===== src/rtl/lfsr_pkg.sv =====
// Shared FSM type, default feedback polynomials and the parity helper
// used by the LFSR pseudorandom word generator.
package lfsr_pkg;

    typedef enum logic {
        FILL    = 1'b0,
        PRESENT = 1'b1
    } lfsr_state_e;

    localparam int unsigned MAX_WIDTH = 32;

    // x^8+x^6+x^5+x^4+1, x^16+x^14+x^13+x^11+1, x^32+x^22+x^2+x+1
    localparam logic [7:0]  TAPS_8  = 8'hB8;
    localparam logic [7:0]  SEED_8  = 8'h01;
    localparam logic [15:0] TAPS_16 = 16'hB400;
    localparam logic [15:0] SEED_16 = 16'h0001;
    localparam logic [31:0] TAPS_32 = 32'h8020_0003;
    localparam logic [31:0] SEED_32 = 32'h0000_0001;

    function automatic logic parity(input logic [MAX_WIDTH-1:0] v);
        return ^v;
    endfunction

endpackage


===== src/rtl/lfsr_core.sv =====
// Fibonacci shift register: parity of the tapped bits shifts in at bit 0.
// Synchronous load takes priority over shifting.
module lfsr_core
    import lfsr_pkg::*;
#(
    parameter int unsigned      WIDTH = 8,
    parameter logic [WIDTH-1:0] TAPS  = WIDTH'(TAPS_8),
    parameter logic [WIDTH-1:0] SEED  = WIDTH'(SEED_8)
) (
    input  logic             clk,
    input  logic             ar,
    input  logic             i_shift,
    input  logic             i_load,
    input  logic [WIDTH-1:0] i_load_val,
    output logic [WIDTH-1:0] o_sr,
    output logic             o_fb
);

    logic [WIDTH-1:0] r_sr;

    assign o_fb = parity(MAX_WIDTH'(r_sr & TAPS));
    assign o_sr = r_sr;

    always_ff @(posedge clk or negedge ar) begin
        if (!ar) begin
            r_sr <= SEED;
        end else if (i_load) begin
            r_sr <= i_load_val;
        end else if (i_shift) begin
            r_sr <= {r_sr[WIDTH-2:0], o_fb};
        end
    end

endmodule


===== src/rtl/lfsr_prng.sv =====
// LFSR word generator: packs OUT_BITS fresh bits per word onto a valid/ready
// port, handles seed reload with zero-seed substitution and measures period.
module lfsr_prng
    import lfsr_pkg::*;
#(
    parameter int unsigned      WIDTH    = 8,
    parameter logic [WIDTH-1:0] TAPS     = WIDTH'(TAPS_8),
    parameter int unsigned      OUT_BITS = 4,
    parameter logic [WIDTH-1:0] SEED     = WIDTH'(SEED_8)
) (
    input  logic                clk,
    input  logic                ar,
    input  logic                seed_load,
    input  logic [WIDTH-1:0]    seed_in,
    output logic                rnd_valid,
    input  logic                rnd_ready,
    output logic [OUT_BITS-1:0] rnd_data,
    output logic [WIDTH-1:0]    sr,
    output logic                q,
    output logic                lockup,
    output logic                wrap,
    output logic [WIDTH-1:0]    period
);

    localparam int unsigned      CNT_W    = (OUT_BITS > 1) ? $clog2(OUT_BITS) : 1;
    localparam logic [CNT_W-1:0] CNT_LAST = CNT_W'(OUT_BITS - 1);
    localparam logic [WIDTH-1:0] PCNT_MAX = '1;

    lfsr_state_e      r_state;
    lfsr_state_e      w_state_nxt;
    logic [CNT_W-1:0] r_cnt;
    logic [CNT_W-1:0] w_cnt_nxt;
    logic             w_shift;

    logic [WIDTH-1:0] r_seed;
    logic [WIDTH-1:0] r_pcnt;
    logic [WIDTH-1:0] r_period;
    logic             r_valid;
    logic             r_lockup;
    logic             r_wrap;

    logic [WIDTH-1:0] w_sr;
    logic             w_fb;
    logic [WIDTH-1:0] w_sr_shifted;
    logic             w_seed_zero;
    logic [WIDTH-1:0] w_load_val;
    logic             w_wrap_hit;

    // A zero seed would lock the register; substitute the reset seed.
    assign w_seed_zero  = (seed_in == '0);
    assign w_load_val   = w_seed_zero ? SEED : seed_in;
    assign w_sr_shifted = {w_sr[WIDTH-2:0], w_fb};
    assign w_wrap_hit   = w_shift && (w_sr_shifted == r_seed);

    lfsr_core #(
        .WIDTH (WIDTH),
        .TAPS  (TAPS),
        .SEED  (SEED)
    ) u_core (
        .clk        (clk),
        .ar         (ar),
        .i_shift    (w_shift),
        .i_load     (seed_load),
        .i_load_val (w_load_val),
        .o_sr       (w_sr),
        .o_fb       (w_fb)
    );

    always_ff @(posedge clk or negedge ar) begin
        if (!ar) begin
            r_state <= FILL;
            r_cnt   <= '0;
        end else begin
            r_state <= w_state_nxt;
            r_cnt   <= w_cnt_nxt;
        end
    end

    // Seed reload overrides everything, including a same-cycle handshake.
    always_comb begin
        w_state_nxt = r_state;
        w_cnt_nxt   = r_cnt;
        w_shift     = 1'b0;
        case (r_state)
            FILL: begin
                w_shift = 1'b1;
                if (r_cnt == CNT_LAST) begin
                    w_state_nxt = PRESENT;
                    w_cnt_nxt   = '0;
                end else begin
                    w_cnt_nxt = r_cnt + CNT_W'(1);
                end
            end
            PRESENT: begin
                if (rnd_ready) begin
                    w_state_nxt = FILL;
                end
            end
            default: begin
                w_state_nxt = FILL;
                w_cnt_nxt   = '0;
            end
        endcase
        if (seed_load) begin
            w_shift     = 1'b0;
            w_state_nxt = FILL;
            w_cnt_nxt   = '0;
        end
    end

    always_ff @(posedge clk or negedge ar) begin
        if (!ar) begin
            r_valid  <= 1'b0;
            r_lockup <= 1'b0;
            r_wrap   <= 1'b0;
            r_period <= '0;
            r_pcnt   <= '0;
            r_seed   <= SEED;
        end else begin
            r_valid  <= (w_state_nxt == PRESENT);
            r_lockup <= seed_load && w_seed_zero;
            r_wrap   <= w_wrap_hit;
            if (seed_load) begin
                r_seed <= w_load_val;
                r_pcnt <= '0;
            end else if (w_wrap_hit) begin
                r_period <= r_pcnt + WIDTH'(1);
                r_pcnt   <= '0;
            end else if (w_shift && (r_pcnt != PCNT_MAX)) begin
                r_pcnt <= r_pcnt + WIDTH'(1);
            end
        end
    end

    assign rnd_valid = r_valid;
    assign rnd_data  = w_sr[OUT_BITS-1:0];
    assign sr        = w_sr;
    assign q         = w_sr[WIDTH-1];
    assign lockup    = r_lockup;
    assign wrap      = r_wrap;
    assign period    = r_period;

endmodule


===== config.mk =====
export PLATFORM = sky130hd
export DESIGN_NAME = lfsr_prng
export DESIGN_NICKNAME = d
export VERILOG_FILES = /design/src/rtl/lfsr_pkg.sv /design/src/rtl/lfsr_core.sv /design/src/rtl/lfsr_prng.sv
export SDC_FILE = /design/constraint.sdc
export NUM_CORES = 1
export LEC_CHECK = 0
export ABC_AREA = 1
export BUFFER_PORTS_ARGS = -buffer_cell sky130_fd_sc_hd__buf_2
export CAP_MARGIN = 20
export CORE_ASPECT_RATIO = 0.5
export CORE_UTILIZATION = 30
export DETAILED_ROUTE_END_ITERATION = 7
export HOLD_SLACK_MARGIN = 0.1
export SLEW_MARGIN = 30
export SYNTH_ARGS = -nofsm -noshare
export SYNTH_HDL_FRONTEND = slang
export SYNTH_SLANG_ARGS = --single-unit

===== constraint.sdc =====
create_clock -name clk -period 2.3 [get_ports clk]
set_clock_uncertainty 0.1 [all_clocks]
set_input_delay 0 -clock clk [delete_from_list [all_inputs] [get_ports clk]]
set_output_delay 0 -clock clk [all_outputs]
set_load 0.02 [all_outputs]

After elaboration in Yosys (flattened, before gate mapping). Index checks and enable logic that the tools add are counted.

Flip-flop bits (word level): 37. Output and inout port bits: 24. Logic and storage cells: 39. Bits of input ports: 12.

Mux-type cells: 15. $add $sub $neg: 2. Bitwise logic cells: 2. Equality and inequality tests: 4. Reduce and logical (&&, ||, !) cells: 8.

Operator list (number): $mux 8 (6); $reduce_xor 32->1 (1); $add 8x1->8 const B (1); $eq 8x8->1 (1); $logic_not 8->1 (1); $ne 8x8->1 const B (1); $mux 2 (3); $mux 1 (5); $logic_and 1x1->1 (3); $reduce_bool 3->1 (1); $add 2x1->2 const B (1); $eq 2x2->1 const B (1); $ne 2x2->1 const B (1); $not 1->1 (2); $pmux 1 s2 (1); $reduce_and 2->1 (1); $reduce_bool 2->1 (1).

Depth between registers and ports, before layout. Gate-level depths: netlist of run 1.

Depth after elaboration: 6. Depth in mapped cells: 11. Mapped depth without buffers: 11.

Cells and area by module. A second synthesis of run 1 with hierarchy kept.

Cell total of the unflattened synthesis: 247. Area total of the unflattened synthesis: 1978.1 µm².

Modules (own cells, without submodules): lfsr_prng (instances 1, area an instance 1535.2 µm², cells an instance 190); lfsr_core (instances 1, area an instance 442.9 µm², cells an instance 57).

Least setup slack after synthesis of run 1. Ideal clock, no wire load.

Path type: register to register. Start: reg u_core.r_sr[0] (netlist: u_core.o_sr[0]). End: reg r_period[2] (netlist: period[2]). Library setup time: 124 ps. Setup slack: 726 ps. Stages on the path, launching flop included: 11. Data required time: 2076 ps. Path buffers: 1. Data arrival time: 1349 ps. Cell sequence: dfstp_2 > inv_1 > nand2_1 > nand2_1 > nor2_1 > nand2_1 > nor2_2 > nand3_2 > buf_6 > nand2_2 > o21ai_2.

Cells in the longest elaborated chain, start to end: 3.

Ends and longest elaborated chain: from (decl) (RTL line lfsr_core.sv:19) `logic [WIDTH-1:0] r_sr;`; from (signal assigned) (RTL line lfsr_core.sv:28) `r_sr <= i_load_val;`; from (signal assigned) (RTL line lfsr_core.sv:30) `r_sr <= {r_sr[WIDTH-2:0], o_fb};`; $eq 8x8->1 (RTL line lfsr_prng.sv:53) `assign w_wrap_hit = w_shift && (w_sr_shifted == r_seed);`; $logic_and 1x1->1 (RTL line lfsr_prng.sv:53); $reduce_and 2->1 (no source line); to (signal assigned) (RTL line lfsr_prng.sv:127) `r_period <= r_pcnt + WIDTH'(1);`; to (decl) (RTL line lfsr_prng.sv:37) `logic [WIDTH-1:0] r_period;`.

No other way between the ends. A chain may end at the register's enable or synchronous reset.

Final worst setup path of run 1.
Start: reg u_core.r_sr[3] (netlist: u_core.o_sr[3]). End: reg r_pcnt[2].

Cells in the longest elaborated chain, start to end: 5. Elaborated cells on any way between the ends: 6. Classes of those cells: eq/ne (1); mux (2); reduce/logical (3).

Ends and longest elaborated chain: $reduce_xor 32->1 (RTL line lfsr_pkg.sv:21) `return ^v;`; $eq 8x8->1 * (RTL line lfsr_prng.sv:53); $logic_and 1x1->1 * (RTL line lfsr_prng.sv:53); $mux 8 (RTL line lfsr_prng.sv:126) `end else if (w_wrap_hit) begin`; $mux 8 (RTL line lfsr_prng.sv:123) `if (seed_load) begin`; to (signal assigned) (RTL line lfsr_prng.sv:130) `r_pcnt <= r_pcnt + WIDTH'(1);`; to (decl) (RTL line lfsr_prng.sv:36) `logic [WIDTH-1:0] r_pcnt;`.

Mark *: on every way between the ends. The rest lies on a longest branch, timed or not.

==> results of run 1 <==
path summary, 6_finish.rpt:
check | to | start | slack, ns | cells after the start
setup reg to reg | r_pcnt[2] | u_core.o_sr[3] | 0.37 | 11
hold / removal | period[2] | ar | 0.1 | 2
min in group clk | r_seed[4] | seed_load | 0.11 | 2
hold reg to reg | period[1] | period[1] | 0.38 | 2
setup / recovery | r_pcnt[2] | u_core.o_sr[3] | 0.37 | 11
max in group asynchronous | r_seed[0] | ar | 1.48 | 3
synthesized netlist by cell type (all sizes together), types with 2 or more instances:
library cell / n
xnor2: 3
inv: 25
nor2: 21
nand4: 4
nand3: 19
nand2: 71
buf: 9
dfstp: 2
o221ai: 7
a21oi: 2
dfrtp: 35
ha: 2
xor2: 2
o21ai: 16
clkbuf: 2
per-stage QoR:
stage                     utilization (%)  setup slack, ns  cell area [sq um]  cells  power (mW)
after floorplan                         -            0.726               1870    224        1.14
after detailed placement             36.1            0.378               2080    333        1.27
after global placement               36.1            0.439               2080    333        1.26
after CTS                            40.3            0.362               2320    351        1.94
final                                40.8            0.375               2350    352        1.94
after global routing                 40.8            0.176               2350    352        2.05
power by group:
part	switching [mW]	internal [mW]	leakage [nW]
sequential	0.0708	0.741	0.478
clock	0.265	0.397	0.0696
combinational	0.298	0.166	0.688
area by class of cell:
class	count	area share (%)
clock buffers	5	5.33
clock inverters	3	0.747
inverters	25	4.00
multi-input cells	151	32.6
flip-flops and latches	37	39.6
well taps	84	4.48
repair buffers	47	13.2
sequential cells by signal, indices dropped and copies added (netlist names):
register     count
r_pcnt           8
rnd_valid        1
wrap             1
r_cnt            2
lockup           1
u_core.o_sr      8
period           8
r_seed           8
worst max-delay path: cells and delay by family (launching register included):
family / cells / cell delay, ns
DFF: 1 / 0.42
and+or+nand+nor: 8 / 0.78
buffers and inverters: 3 / 0.51
layout by cell type, fill, tap and decap left out, types with 2 or more instances in the layout:
cell type and instances:
a21oi_1 2, buf_2 35, clkbuf_16 5, clkinv_2 2, dfrtp_1 35, dfstp_2 2
dlygate4sd3_1 10, ha_1 2, inv_1 23, inv_2 2, nand2_1 65, nand2_2 6
nand3_1 18, nand4_1 4, nor2_1 19, o21ai_0 10, o21ai_2 6, o221ai_1 7
xnor2_1 3, xor2_1 2
routing by layer:
metal | vias to the layer above | part of all wire [%] | routed length, um
li1 | 806 | - | -
met1 | 736 | 49 | 2050
met2 | 35 | 47 | 1980
met3 | 7 | 3.3 | 138
met4 | 0 | 1.1 | 46
met5 | - | 0 | 0
cells by family (layout without fill, tap and decap cells):
family | after synthesis | after routing | share of synthesized area [%]
adders and majority gates | 2 | 2 | 1.34
and+or+nand+nor | 117 | 117 | 27.1
xor gates and xnor gates | 5 | 5 | 2.34
buffers and inverters | 36 | 80 | 9.49
AOI/OAI and AO/OA | 27 | 27 | 10.2
DFF | 37 | 37 | 49.6
repair_timing:
action,in CTS,in global routing
endpoints found under the hold margin,53,0
resized for setup,0,0
hold buffers,10,0
==> impl_metrics.json, run 1 <==
{
  "use_met2_pct": 22.8,
  "hold_slack_ns": 0.0961,
  "synth_seq_cells": 37,
  "worst_pin_slew_ns": 0.446,
  "grt_antenna_before_repair": 0,
  "hold_class": "in2async",
  "numCtsBuffers": 5,
  "io_buffer_count": 35,
  "clk_pin_slew_ns": 0.06,
  "yosysWarningCount": 0,
  "syn-num-nets": 238,
  "cts_buffer_depth": 2,
  "cp-end-kind": "register",
  "num_antenna_cells": 0,
  "synth_area_leaders": "dfrtp_1, nand2_1, nand3_1",
  "synthFlopType": "dfrtp_1",
  "regArea_sq_um": 928,
  "start_util_pct": 32.5,
  "synth_enable_flop_cells": 0,
  "slew_headroom_pct": 70.3,
  "postCtsSetupBuffers": 0,
  "syn_area_per_cell_sq_um": 8.36,
  "drive_above_1_share_pct": 23.9,
  "fmax_mhz": 519,
  "die_h_um": 57.9,
  "multi_input_area_sq_um": 766,
  "drt_iter0_drc": 92,
  "slowest_stage": "dfrtp_1",
  "pin_count": 36,
  "gp_congestion": 0.793,
  "period_needed_ns": 1.93,
  "synth_top_area_cell": "dfrtp_1",
  "path_max_fanout": 16,
  "cts_max_level": 2,
  "slew_viol_final": 0,
  "hold_viol": 0,
  "num_vias": 1584,
  "row_count": 19,
  "final_nets": 281,
  "outcome": "complete, no violations",
  "ir_worst_vdd_mv": 0.298,
  "grt_pass1_vias": 1532,
  "finalCritPeriodShare_pct": 83.7,
  "final_antenna_net_count": 0,
  "crit_chain": "inv_1 > nand2_1 > nand2_1 > inv_1 > nand2_1 > nand2_1 > nand2_1 > nand3_2 > buf_4 > nand3_1 > nand2_1",
  "netlist-cell-type-count": 27,
  "globalRouteMet1Util_pct": 18.4,
  "globalRouteTotalUtil_pct": 13.8,
  "max_cap_violations": 0,
  "critical_path_class": "reg2reg",
  "dieArea_sq_um": 6580,
  "setup_viol": 0,
  "core-area_sq_um": 5750,
  "grt_overflow": 0,
  "crit_required_ns": 2.37,
  "yosysSeqAreaShare_pct": 49.6,
  "busiest_layer": "met2",
  "clk_latency_ns": 0.28,
  "cts_root_buf": "clkbuf_16",
  "setup_tns_ns": 0,
  "ys_async_sr_fraction_pct": 100,
  "routed_wl_mm": 4.22,
  "drc_errors": 0,
  "powerDensity_nw_per_um2": 826,
  "synth_top_area_share_pct": 46.8,
  "cp_common_cell": "nand2_1",
  "worstPathArrival_ns": 1.99,
  "fill_cells": 588,
  "leakage_nw": 1.24,
  "area_growth_pct": 25.3,
  "grt_first_pass_wirelength_mm": 7.11,
  "cts_tree": "yes",
  "firstDrtPassIters": 4,
  "grt_max_degree": 38,
  "startpoint_type": "register",
  "die_x_um": 114,
  "max_stage_delay_ns": 0.42,
  "avgRoutedWirePerCell_um": 12.0,
  "synth.cell_area_sq_um": 1870,
  "viasPerCell": 4.50,
  "cts.sink_count": 37,
  "use_met3_pct": 2.51,
  "post-dp-hpwl_mm": 2.89,
  "syn_inst": 224,
  "rsz0062_at_grt": "false"
}
Note: power is estimated with default switching activity, not from simulation.
==> run 2, diff against run 1 <==
Settings changed: ABC_AREA 1 to 0.
Clock period 2.3 ns to 1.85 ns, I/O delays scaled along.
==> run 2 against run 1 <==
The run now ends with negative setup slack left. Critical path depth shrank 6. First-iteration DRC count shrank 45%. Cell count shrank 13%. Clock-buffer cell count grew 3. Largest power group unchanged.
==> impl_metrics.json, run 2 <==
{
  "outcome": "finished with violations",
  "violations": "negative setup slack",
  "num_antenna_cells": 0,
  "powerDensity_nw_per_um2": 920,
  "grt_first_pass_wirelength_mm": 6.53,
  "drive_above_1_share_pct": 36.6,
  "worst_pin_slew_ns": 0.376,
  "cts_buffer_depth": 2,
  "setup_viol": 5,
  "avgRoutedWirePerCell_um": 12.9,
  "num_vias": 1397,
  "mostFrequentLayoutCell": "buf_2",
  "routed_wl_mm": 3.95,
  "min_path_cells": 5,
  "row_count": 19,
  "hold_end": "wrap",
  "setup_tns_ns": -0.0366,
  "yosysSeqAreaShare_pct": 50.7,
  "synth.cell_area_sq_um": 1830,
  "worstPathArrival_ns": 1.92,
  "numCtsBuffers": 5,
  "synth_enable_flop_cells": 0,
  "cts_max_level": 2,
  "syn-num-nets": 179,
  "pin_count": 36,
  "drc_errors": 0,
  "crit_required_ns": 1.91,
  "post-dp-hpwl_mm": 2.77,
  "finalCritPeriodShare_pct": 101,
  "slew_viol_final": 0,
  "cts_tree": "yes",
  "io_buffer_count": 35,
  "drt_iter0_drc": 51,
  "cp-end-kind": "register",
  "multi_input_area_sq_um": 830,
  "viasPerCell": 4.58,
  "grt_max_degree": 37,
  "final_antenna_net_count": 0,
  "grt_antenna_before_repair": 0,
  "clk_latency_ns": 0.28,
  "cts.sink_count": 37,
  "yosysMostFrequentCell": "dfrtp_1",
  "slowest_stage": "dfrtp_2",
  "leakage_nw": 1.20,
  "mostFrequentLayoutCells": "buf_2, dfrtp_1, buf_4",
  "synth_seq_cells": 37,
  "netlist-cell-type-count": 33,
  "ir_worst_vdd_mv": 0.353,
  "startpoint_type": "register",
  "ys_async_sr_fraction_pct": 100,
  "yosysWarningCount": 0,
  "max_stage_delay_ns": 0.42,
  "syn_inst": 165,
  "regArea_sq_um": 931,
  "dp_cells": 281,
  "period_needed_ns": 1.86,
  "placed_area_sq_um": 2200,
  "synthTopCellsByCount": "dfrtp_1, o21ai_0, xnor2_1",
  "fill_cells": 532,
  "synth_top_area_share_pct": 47.8,
  "hold_slack_ns": 0.129,
  "reg2reg_from": "u_core.o_sr[3]",
  "area_growth_pct": 36.9,
  "die_x_um": 113,
  "clk_pin_slew_ns": 0.05,
  "reg2reg_to": "period[7]",
  "start_util_pct": 32.2,
  "path_max_fanout": 11,
  "reg2reg_depth": 5,
  "synth_top_area_cell": "dfrtp_1",
  "max_cap_violations": 0,
  "holdCritStartpoint": "seed_load",
  "critical_path_class": "reg2reg",
  "firstDrtPassIters": 4,
  "syn_area_per_cell_sq_um": 11.1,
  "cts_root_buf": "clkbuf_16",
  "synthFlopType": "dfrtp_1",
  "synth_area_leaders": "dfrtp_1, xnor2_1, mux2i_1",
  "die_h_um": 57.3,
  "layout_setup_ws_ns": -0.0102,
  "final_cell_count_no_fill": 305,
  "dieArea_sq_um": 6440,
  "final_area_sq_um": 2510,
  "grt_pass1_vias": 1395,
  "crit_chain": "xnor2_2 > xnor3_1 > nor3_4 > buf_12 > mux2_2",
  "hold_viol": 0,
  "hold_class": "in2reg",
  "final_nets": 245,
  "gp_congestion": 0.789,
  "fmax_mhz": 538,
  "globalRouteTotalUtil_pct": 13.3,
  "core-area_sq_um": 5680,
  "slew_headroom_pct": 74.8,
  "grt_overflow": 0,
  "ff2ff_setup_slack_ns": -0.01,
  "rsz0062_at_grt": "true"
}
==> run 2: cell count changes after synthesis, moves of 6 or more <==
cell | previous run | this run
nand3_1 | 18 | 2
mux2_2 | 0 | 8
inv_1 | 23 | 9
o221ai_1 | 7 | 0
nor2_1 | 19 | 7
nor3_1 | 1 | 9
nand2_1 | 65 | 9
mux2i_1 | 0 | 10
xnor2_1 | 3 | 14
nand2_2 | 6 | 0
o21ai_2 | 6 | 0
==> run 2: worst max-delay path by stage <==
stage | to | start | slack (ns)
after floorplan | period[1] | u_core.o_sr[3] | -0.10
final | period[7] | u_core.o_sr[3] | -0.01
after CTS | period[7] | u_core.o_sr[7] | -0.03
after detailed placement | period[6] | u_core.o_sr[3] | -0.03
after global placement | period[3] | u_core.o_sr[3] | 0.01
after global routing | period[7] | u_core.o_sr[3] | -0.07
==> run 2: cell families (layout without fill, tap and decap cells) <==
family	after synthesis	in the layout	synth area share, %
mux	18	18	10.4
buf+inv	21	88	5.74
simple gates	40	40	11.5
compound gates	24	24	8.13
xor+xnor	23	23	12.2
flops	37	37	50.7
fa+ha+maj	2	2	1.37
==> run 2: timing repair <==
| action | 4_1_cts | 5_1_grt |
|---|---|---|
| endpoints found under the setup margin | 8 | 10 |
| buffers inserted | 3 | 2 |
| endpoints found under the hold margin | 55 | 0 |
| pin swaps | 1 | 3 |
| cloned | 0 | 0 |
| hold buffers | 11 | 0 |
| resized for setup | 1 | 4 |
==> run 2: final cells by class <==
| cell class | count | area share (%) |
|---|---|---|
| sequential | 37 | 37.1 |
| multi-input combinational | 107 | 33.1 |
| timing repair buffer | 71 | 19.4 |
| clock buffer | 8 | 5.44 |
| tap | 73 | 3.64 |
| inverter | 9 | 1.35 |
==> run 2: where the power goes <==
part / switching, mW / internal, mW
logic: 0.285 / 0.267
clock network: 0.297 / 0.500
registers: 0.0649 / 0.893
total: 0.647 / 1.66
==> run 2: worst max-delay path: cells and delay by family (launching register included) <==
family	cells	cell delay, ns
multiplexers	1	0.33
AND/OR/NAND/NOR	1	0.17
buffers and inverters	1	0.16
flip-flops	1	0.42
XOR/XNOR	2	0.57
==> run 2: routing by layer <==
layer / up-vias / global-route usage [%] / routed length [um] / share of wire, %
li1: 695 / - / - / -
met1: 663 / 16.9 / 1840 / 46
met2: 34 / 21.3 / 1900 / 48
met3: 5 / 3.40 / 153 / 3.9
met4: 0 / 7.24 / 62 / 1.6
met5: - / 0 / 0 / 0
==> run 2: metrics by stage <==
step	setup slack [ns]	power, mW	utilization [%]
detailed placement	-0.0325	1.49	38.7
global route	-0.0650	2.43	44.1
global placement	0.0117	1.48	38.7
CTS	-0.0251	2.33	43.5
finish	-0.0102	2.31	44.1
floorplan	-0.100	1.30	-
==> run 3, diff against run 2 <==
--- a/config.mk
+++ b/config.mk
@@ -12,5 +12,5 @@
 export CORE_UTILIZATION = 30
 export DETAILED_ROUTE_END_ITERATION = 7
-export HOLD_SLACK_MARGIN = 0.1
+export HOLD_SLACK_MARGIN = 0.08
 export SLEW_MARGIN = 30
 export SYNTH_ARGS = -nofsm -noshare
==> constraint.sdc (replaced) <==
create_clock -name clk -period 1.85 [get_ports clk]
set_clock_uncertainty 0.1 [all_clocks]
set_input_delay 0.185 -clock clk [delete_from_list [all_inputs] [get_ports clk]]
set_output_delay 0.185 -clock clk [all_outputs]
set_load 0.02 [all_outputs]
==> run 3 against run 2 <==
The run now ends clean. Cell count grew 0.33%. Power increased by 13%. Highest routed layer unchanged. Clock-buffer cell count decreased by 3. Wire length fell by 2.5%. Clock power grew 36%. Global-route usage increased by 0.15 points. Non-clock buffer count grew 1.
==> impl_metrics.json, run 3 (same netlist as run 2, synthesis figures left out) <==
{
  "outcome": "complete, no violations",
  "die_x_um": 113,
  "pin_count": 36,
  "hold_class": "in2async",
  "multi_input_area_sq_um": 833,
  "final_nets": 246,
  "setup_viol": 0,
  "slew_headroom_pct": 70.5,
  "final_antenna_net_count": 0,
  "grt_overflow": 0,
  "final_area_sq_um": 2570,
  "startpoint_type": "register",
  "drt_iter0_drc": 31,
  "clk_pin_slew_ns": 0.05,
  "cts_max_level": 2,
  "cts_tree": "yes",
  "firstDrtPassIters": 4,
  "post-dp-hpwl_mm": 2.77,
  "routed_wl_mm": 3.85,
  "worstPathArrival_ns": 1.91,
  "p_total_mw": 2.60,
  "drc_errors": 0,
  "clk_latency_ns": 0.28,
  "worst_pin_slew_ns": 0.442,
  "cts.sink_count": 37,
  "ir_worst_vdd_mv": 0.485,
  "cts_root_buf": "clkbuf_16",
  "core-area_sq_um": 5680,
  "powerDensity_nw_per_um2": 1010,
  "hold_viol": 0,
  "ff2ff_setup_slack_ns": 0.003,
  "max_cap_violations": 0,
  "die_h_um": 57.3,
  "cts_buffer_depth": 2,
  "mostFrequentLayoutCells": "buf_2, dfrtp_1, buf_4",
  "numCtsBuffers": 5,
  "critical_path_class": "reg2reg",
  "io_buffer_count": 35,
  "globalRouteTotalUtil_pct": 13.5,
  "grt_first_pass_wirelength_mm": 6.64,
  "drive_above_1_share_pct": 38.6,
  "cp-end-kind": "register",
  "mostFrequentLayoutCell": "buf_2",
  "grt_max_degree": 37,
  "num_antenna_cells": 0,
  "gp_congestion": 0.797,
  "path_max_fanout": 11,
  "start_util_pct": 32.2,
  "layout_setup_ws_ns": 0.00267,
  "row_count": 19,
  "slew_viol_final": 0,
  "post-place-ws_ns": -0.0246,
  "finalCritPeriodShare_pct": 99.9,
  "fmax_mhz": 541,
  "grt_pass1_vias": 1406,
  "period_needed_ns": 1.85,
  "area_growth_pct": 40.3,
  "leakage_nw": 1.24,
  "num_vias": 1390,
  "avgRoutedWirePerCell_um": 12.6,
  "viasPerCell": 4.54,
  "fill_cells": 523,
  "placed_area_sq_um": 2200,
  "dieArea_sq_um": 6440,
  "rsz0062_at_grt": "true",
  "setup_tns_ns": 0,
  "grt_antenna_before_repair": 0,
  "crit_required_ns": 1.91,
  "regArea_sq_um": 931
}
## run 3: area by class of cell
cell class | instances | area share [%]
Clock buffer | 5 | 4.87
Timing Repair Buffer | 72 | 19.1
Inverter | 9 | 1.31
Multi-Input combinational cell | 107 | 32.4
Sequential cell | 37 | 36.2
Tap cell | 73 | 3.55
Clock inverter | 3 | 2.53
## run 3: worst paths after layout
path                                     start   endpoint  cells after the start
worst max-delay path            u_core.o_sr[7]  period[6]                      5
worst min-delay path                        ar  r_seed[7]                      2
worst max register to register  u_core.o_sr[7]  period[6]                      5
worst min register to register       period[6]  period[6]                      1
max in group asynchronous                   ar  period[7]                      3
min in group clk                     seed_load       wrap                      5
## run 3: metrics by stage
stage | hold slack [ns] | cells | util [%]
2_1_floorplan | -0.211 | 165 | -
3_3_place_gp | 0.0588 | 281 | 38.7
3_5_place_dp | 0.0537 | 281 | 38.7
4_1_cts | 0.295 | 300 | 44.1
5_1_grt | 0.321 | 306 | 45.2
6_report | 0.282 | 306 | 45.2
## run 3: power by group
group / internal, mW / switching [mW] / total, mW / leakage, nW
combinational: 0.277 / 0.285 / 0.562 / 0.678
clock: 0.769 / 0.315 / 1.08 / 0.0938
sequential: 0.892 / 0.0649 / 0.957 / 0.471
total: 1.94 / 0.665 / 2.60 / 1.24
## run 3: worst max-delay path, cell delays in order, from the launching register on
cell     delay (ns)
dfrtp_2        0.42
xnor2_2        0.19
xnor3_1        0.37
nor3_4         0.16
buf_12         0.16
mux2_2         0.33
## run 3: timing repair
action,in CTS,in global routing
endpoints found under the hold margin,30,0
setup endpoints to repair,6,10
buffers inserted,1,6
pin swaps,1,2
hold buffers,10,0
gates resized for setup,2,4
## run 3: layer usage
layer | wire (um) | GRT usage, %
met5 | 0 | 0
met4 | 60 | 5.33
met3 | 141 | 3.93
met2 | 1810 | 22.4
met1 | 1840 | 16.8
